### src/rtl/aes_key_expand.sv
// Iterative AES key schedule (128/192/256-bit keys): one 32-bit word per clock,
// with the whole round-key array exposed to the downstream cipher stages.
module aes_key_expand #(
    parameter int Nk = 4,
    localparam int Nr = Nk + 6
) (
    input  logic             clk,
    input  logic             rst_n,
    input  logic             key_load,
    input  logic [32*Nk-1:0] key,
    output logic [127:0]     k_sch [0:Nr],
    output logic             busy,
    output logic             key_ready
);
    localparam int NW = 4 * (Nr + 1);
    localparam int IW = $clog2(NW);

    localparam logic [2047:0] SBOX = {
        128'h637c777bf26b6fc53001672bfed7ab76, 128'hca82c97dfa5947f0add4a2af9ca472c0,
        128'hb7fd9326363ff7cc34a5e5f171d83115, 128'h04c723c31896059a071280e2eb27b275,
        128'h09832c1a1b6e5aa0523bd6b329e32f84, 128'h53d100ed20fcb15b6acbbe394a4c58cf,
        128'hd0efaafb434d338545f9027f503c9fa8, 128'h51a3408f929d38f5bcb6da2110fff3d2,
        128'hcd0c13ec5f974417c4a77e3d645d1973, 128'h60814fdc222a908846eeb814de5e0bdb,
        128'he0323a0a4906245cc2d3ac629195e479, 128'he7c8376d8dd54ea96c56f4ea657aae08,
        128'hba78252e1ca6b4c6e8dd741f4bbd8b8a, 128'h703eb5664803f60e613557b986c11d9e,
        128'he1f8981169d98e949b1e87e9ce5528df, 128'h8ca1890dbfe6426841992d0fb054bb16
    };

    typedef enum logic [1:0] {IDLE, EXPAND, DONE} state_t;

    state_t        state_q, state_d;
    logic [IW-1:0] i_q, i_d;
    logic [2:0]    pos_q, pos_d;
    logic [7:0]    rcon_q, rcon_d;
    logic          busy_q, busy_d;
    logic          ready_q, ready_d;
    logic          w_we;
    logic [31:0]   w_q [0:NW-1];
    logic [31:0]   prev_w, old_w, sub_in, sub_out, temp, new_w;

    // Entry 0 sits in the top byte of the table, so the index is 255-x = ~x.
    function automatic logic [7:0] sbox(input logic [7:0] x);
        return SBOX[{~x, 3'b000} +: 8];
    endfunction

    always_comb begin
        prev_w  = w_q[i_q - IW'(1)];
        old_w   = w_q[i_q - IW'(Nk)];
        sub_in  = (pos_q == 3'd0) ? {prev_w[23:0], prev_w[31:24]} : prev_w;
        sub_out = '0;
        for (int unsigned b = 0; b < 4; b++) begin
            sub_out[8*b +: 8] = sbox(sub_in[8*b +: 8]);
        end
        if (pos_q == 3'd0) begin
            temp = sub_out ^ {rcon_q, 24'h0};
        end else if (Nk == 8 && pos_q == 3'd4) begin
            temp = sub_out;
        end else begin
            temp = prev_w;
        end
        new_w = old_w ^ temp;
    end

    always_comb begin
        state_d = state_q;
        i_d     = i_q;
        pos_d   = pos_q;
        rcon_d  = rcon_q;
        busy_d  = busy_q;
        ready_d = ready_q;
        w_we    = 1'b0;
        if (key_load) begin
            state_d = EXPAND;
            i_d     = IW'(Nk);
            pos_d   = '0;
            rcon_d  = 8'h01;
            busy_d  = 1'b1;
            ready_d = 1'b0;
        end else if (state_q == EXPAND) begin
            w_we  = 1'b1;
            i_d   = i_q + IW'(1);
            pos_d = (pos_q == 3'(Nk - 1)) ? '0 : pos_q + 3'd1;
            if (pos_q == 3'd0) begin
                rcon_d = {rcon_q[6:0], 1'b0} ^ (rcon_q[7] ? 8'h1b : 8'h00);
            end
            if (i_q == IW'(NW - 1)) begin
                state_d = DONE;
                busy_d  = 1'b0;
                ready_d = 1'b1;
            end
        end
    end

    always_ff @(posedge clk or negedge rst_n) begin
        if (!rst_n) begin
            state_q <= IDLE;
            i_q     <= '0;
            pos_q   <= '0;
            rcon_q  <= 8'h01;
            busy_q  <= 1'b0;
            ready_q <= 1'b0;
        end else begin
            state_q <= state_d;
            i_q     <= i_d;
            pos_q   <= pos_d;
            rcon_q  <= rcon_d;
            busy_q  <= busy_d;
            ready_q <= ready_d;
        end
    end

    always_ff @(posedge clk or negedge rst_n) begin
        if (!rst_n) begin
            for (int unsigned j = 0; j < NW; j++) begin
                w_q[j] <= '0;
            end
        end else if (key_load) begin
            for (int unsigned j = 0; j < Nk; j++) begin
                w_q[j] <= key[32*(Nk-1-j) +: 32];
            end
        end else if (w_we) begin
            w_q[i_q] <= new_w;
        end
    end

    always_comb begin
        for (int unsigned r = 0; r <= Nr; r++) begin
            k_sch[r] = {w_q[4*r], w_q[4*r+1], w_q[4*r+2], w_q[4*r+3]};
        end
    end

    assign busy      = busy_q;
    assign key_ready = ready_q;

endmodule

### config.mk
export PLATFORM = sky130hd
export DESIGN_NAME = aes_key_expand
export DESIGN_NICKNAME = d
export VERILOG_FILES = /design/src/rtl/aes_key_expand.sv
export SDC_FILE = /design/constraint.sdc
export NUM_CORES = 2
export LEC_CHECK = 0
export ABC_AREA = 1
export CORE_AREA = 2 2 602 604
export CTS_CLUSTER_DIAMETER = 150
export DETAILED_ROUTE_END_ITERATION = 8
export DIE_AREA = 0 0 604 606
export DONT_BUFFER_PORTS = 1
export PLACE_DENSITY = 0.46
export SYNTH_ARGS = -nofsm -noshare
export SYNTH_HDL_FRONTEND = slang
export SYNTH_SLANG_ARGS = --single-unit
### constraint.sdc
create_clock -name clk -period 7.5 [get_ports clk]
set_input_delay 1.125 -clock clk [delete_from_list [all_inputs] [get_ports clk]]
set_output_delay 1.125 -clock clk [all_outputs]
set_load 0.005 [all_outputs]
==> summary.md <==
| Metric | Value |
|---|---|
| Outcome | complete, but fails checks |
| Failing checks | max-slew violations, negative setup slack |
| DR top layer | met5 |
| Unique masters post-synth | 68 |
| Slowest CP cell | nand2_2 |
| Post-Syn Instances | ~14k |
| Arrival @ worst endpoint | 8.34 ns |
| Max stage delay on crit path | 0.60 ns |
| Die ar. | 366000 µm² |
| Nets | 13.70k |
| Worst R2R Path Depth | 29 |
| Routed wl met2 | 324000 µm |
| TritonCTS buffer count | 192 |
| Fmax | 0.1327 GHz |
| Remaining Overflow, GRT | 0 |
| Reg2reg end | k_sch[300]$_DFFE_PN0P_ |
| Largest net degree at the start of global routing | 216 |
| Final Cell Area | 106400 µm² |
| Total track usage | 0.4169 |
| Routed WL per cell | approximately 43 µm |
| Multi-input logic area | 50520 µm² |
| Maxcap violations | 0 |
| WS Path Type | flip-flop to flip-flop |
| Initial antenna violation count | ~110 |
| Number of detailed-route iterations in the first pass | 9 |
| Clock Latency Late Sink | slightly below 1 ns |
| Clock power share | 0.239 |
| Commonest non-fill, non-tap cell in the layout | nand2_1 |
| Initial Util | 0.2626 |
| Worst VDD drop | 0.0003075 V |
| Fillers | 39.54k |
| Max-Slew Margin vs Limit | -0.01132 |
| Vias in the first global route | 104.9k |
| ANT nets after route | 0 |
| Clock transition at path regs | 0.06 ns |
| Layout cells sized above 1 | 0.07698 |
| Setup TNS Final | -0.3714 ns |
| Worst setup EP type | flip-flop |
| Switch share | 0.5527 |
| Drt total wl | 795700 µm |
| DRC violations left | 0 |
| Cell area after synthesis | 94600 µm² |
| Yosys top cell by area | dfrtp_1 |
| Switch Pwr | 23.53 mW |
| Dpl hpwl | ~550000 µm |
| First-pass GRT wire length | 1042000 µm |
| Commonest cells after routing, fill and taps aside | nand2_1 (4901), nand3_1 (3342), dfrtp_1 (1425) |
| Final Hold Viols | 0 |
| Clk sink count | 1427 |
| Final core occ | 0.2952 |
| Post-DP Area | 99530 µm² |
| Die H | 606 µm |
| P&R area growth vs syn | 12.44% |
| Post-synth EDFFs | 0 |
| Met3 wire len | 106700 µm |
| Detailed Route Iter0 Violations | between 20k and 25k |
| Buffers on Ports | 0 |
| Std-Cell Rows | ~220 |
| Area share of the leading cell type in the synthesized netlist | 0.3772 |
| Post-synth top flop | dfrtp_1 |
| DRT met1 WL | between 200000 and 300000 µm |
| CTS tree | built |
| Crit path top cell by count | nand2_1 |
| DP Worst Slack | -0.002896 ns |
| Sequential standard cell area | 35710 µm² |
| Top post-synthesis cells by area | dfrtp_1 (38%), nand2_1 (19%), nand3_1 (18%) |
| Final setup margin | -0.03703 ns |
| Final min period | approximately 7.5 ns |
| Syn. warnings | 0 |
| Critical path required time | 8.30 ns |
| # setup viols final | 27 |
| Crit Path Max Fanout | between 40 and 50 |
| Leak Pwr | about 51 nW |
| Die width | just over 600 µm |
| Post-CTS setup buffers | 0 |
| Max Slew Vio Count | 26 |
| Synth Register Bits | 1427 |
| Clk buf depth | 4 |
| Via count | ~120k |
| Setup crit start kind | flip-flop |
| Sequential Power Share | 0.250 |
| Gate power share | 0.511 |
| Register area share after synthesis | 0.3775 |
| Post-route clock period utilization | 1.005 |
| FF-to-FF setup slack | -0.04 ns |
| Avg Synthesized Cell Area | 6.710 µm² |
| Vias/cell | between 6 and 7 |
| Type of the most critical hold path | input pin to async pin |
| Clk_skew | 0.09142 ns |
| I/O pins | between 1.5k and 2k |
| Clock root cell | clkbuf_16 |
| CP startpoint | i_q[0]$_DFFE_PN0P_ |
| CORE AREA | 360300 µm² |
| PwrDens | 400.3 nW/µm² |
| Int Power | roughly 19 mW |
| # H-tree levels | 4 |
| Crit path to | k_sch[300]$_DFFE_PN0P_ |
| FFs w/ async S/R, synth | 1.000 |
| Hold_ws | 0.1019 ns |
| RSZ-0062 raised after global routing | no |
| R2R Path Start | i_q[0]$_DFFE_PN0P_ |
| Synth Net Count | 14.29k |
| GPL Wtd Cong | 0.9983 |
| Worst slew pin tran | 1.517 ns |
registers in the layout (all words and copies together) (netlist names):
signal   cells
i_q          6
k_sch     1408
pos_q        3
rcon_q       8
state_q      2
worst max-delay path: cells and delay by family, from the launching register on:
family,cells,cell delay (ns)
AO/OA/AOI/OAI,1,0.53
adder cells (fa/ha/maj),2,0.52
buffers and inverters,7,1.83
flip-flops,1,0.59
AND/OR/NAND/NOR,19,3.53
layout make-up:
class | count | area share
Inverter | 774 | 0.02833
Multi-Input combinational cell | 10700 | 0.4749
Tap cell | 4794 | 0.05639
Clock buffer | 266 | 0.05193
Timing Repair Buffer | 415 | 0.04086
Sequential cell | 1427 | 0.3358
Clock inverter | 75 | 0.01063
Antenna cell | 50 | 0.001176
cells in the mapped netlist (76+ instances only):
cell type,n
dfrtp_1,1426
nor2_1,329
a21oi_1,358
buf_2,561
buf_4,173
nand3_1,3345
o21ai_0,540
a221oi_1,86
inv_1,712
o22ai_1,329
nand2_2,76
nor3_1,83
o211ai_1,137
nand2_1,4910
clkbuf_1,396
per-layer routing:
layer / track usage / vias to the layer above
li1: - / 46230
met1: 0.5119 / 56980
met4: 0.2995 / 54
met2: 0.5939 / 9697
met3: 0.1587 / 2364
met5: 0.003658 / -
worst min-delay path by stage:
stage	slack, ns	from	end
2_1_floorplan	0.47	rcon_q[4]$_DFFE_PN0P_	rcon_q[4]$_DFFE_PN0P_
3_3_place_gp	0.47	k_sch[245]$_DFFE_PN0P_	k_sch[245]$_DFFE_PN0P_
3_5_place_dp	0.50	k_sch[245]$_DFFE_PN0P_	k_sch[245]$_DFFE_PN0P_
4_1_cts	0.10	rst_n	k_sch[1134]$_DFFE_PN0P_
5_1_grt	0.13	rst_n	k_sch[178]$_DFFE_PN0P_
6_report	0.10	rst_n	k_sch[178]$_DFFE_PN0P_
per-stage QoR:
stage,power (mW),std cells
global placement,31.61,18100
detailed placement,31.30,18110
CTS,41.44,18450
global route,43.24,18460
floorplan,20.75,14100
finish,42.58,18500
kinds of logic after synthesis:
logic type,share of synthesized area
AND/OR/NAND/NOR,0.4063
buffers and inverters,0.09489
AO/OA/AOI/OAI,0.1127
flip-flops,0.3775
adder cells (fa/ha/maj),0.008333
XOR/XNOR,0.0003572
power by group through the flow:
stage          sequential (mW)  clock (mW)  combinational [mW]
2_1_floorplan             9.28           0                11.5
3_3_place_gp              10.6           0                21.0
3_5_place_dp              10.6           0                20.7
4_1_cts                   10.5        10.2                20.7
5_1_grt                   10.5        10.5                22.2
6_report                  10.6        10.2                21.7
repair_timing:
action                                 CTS  global route
setup endpoints to repair                4            95
gates resized for setup                  1             5
hold buffers                             1             0
pin swaps                                0             1
endpoints found under the hold margin  157             0
(Power assumes the default switching activity.)
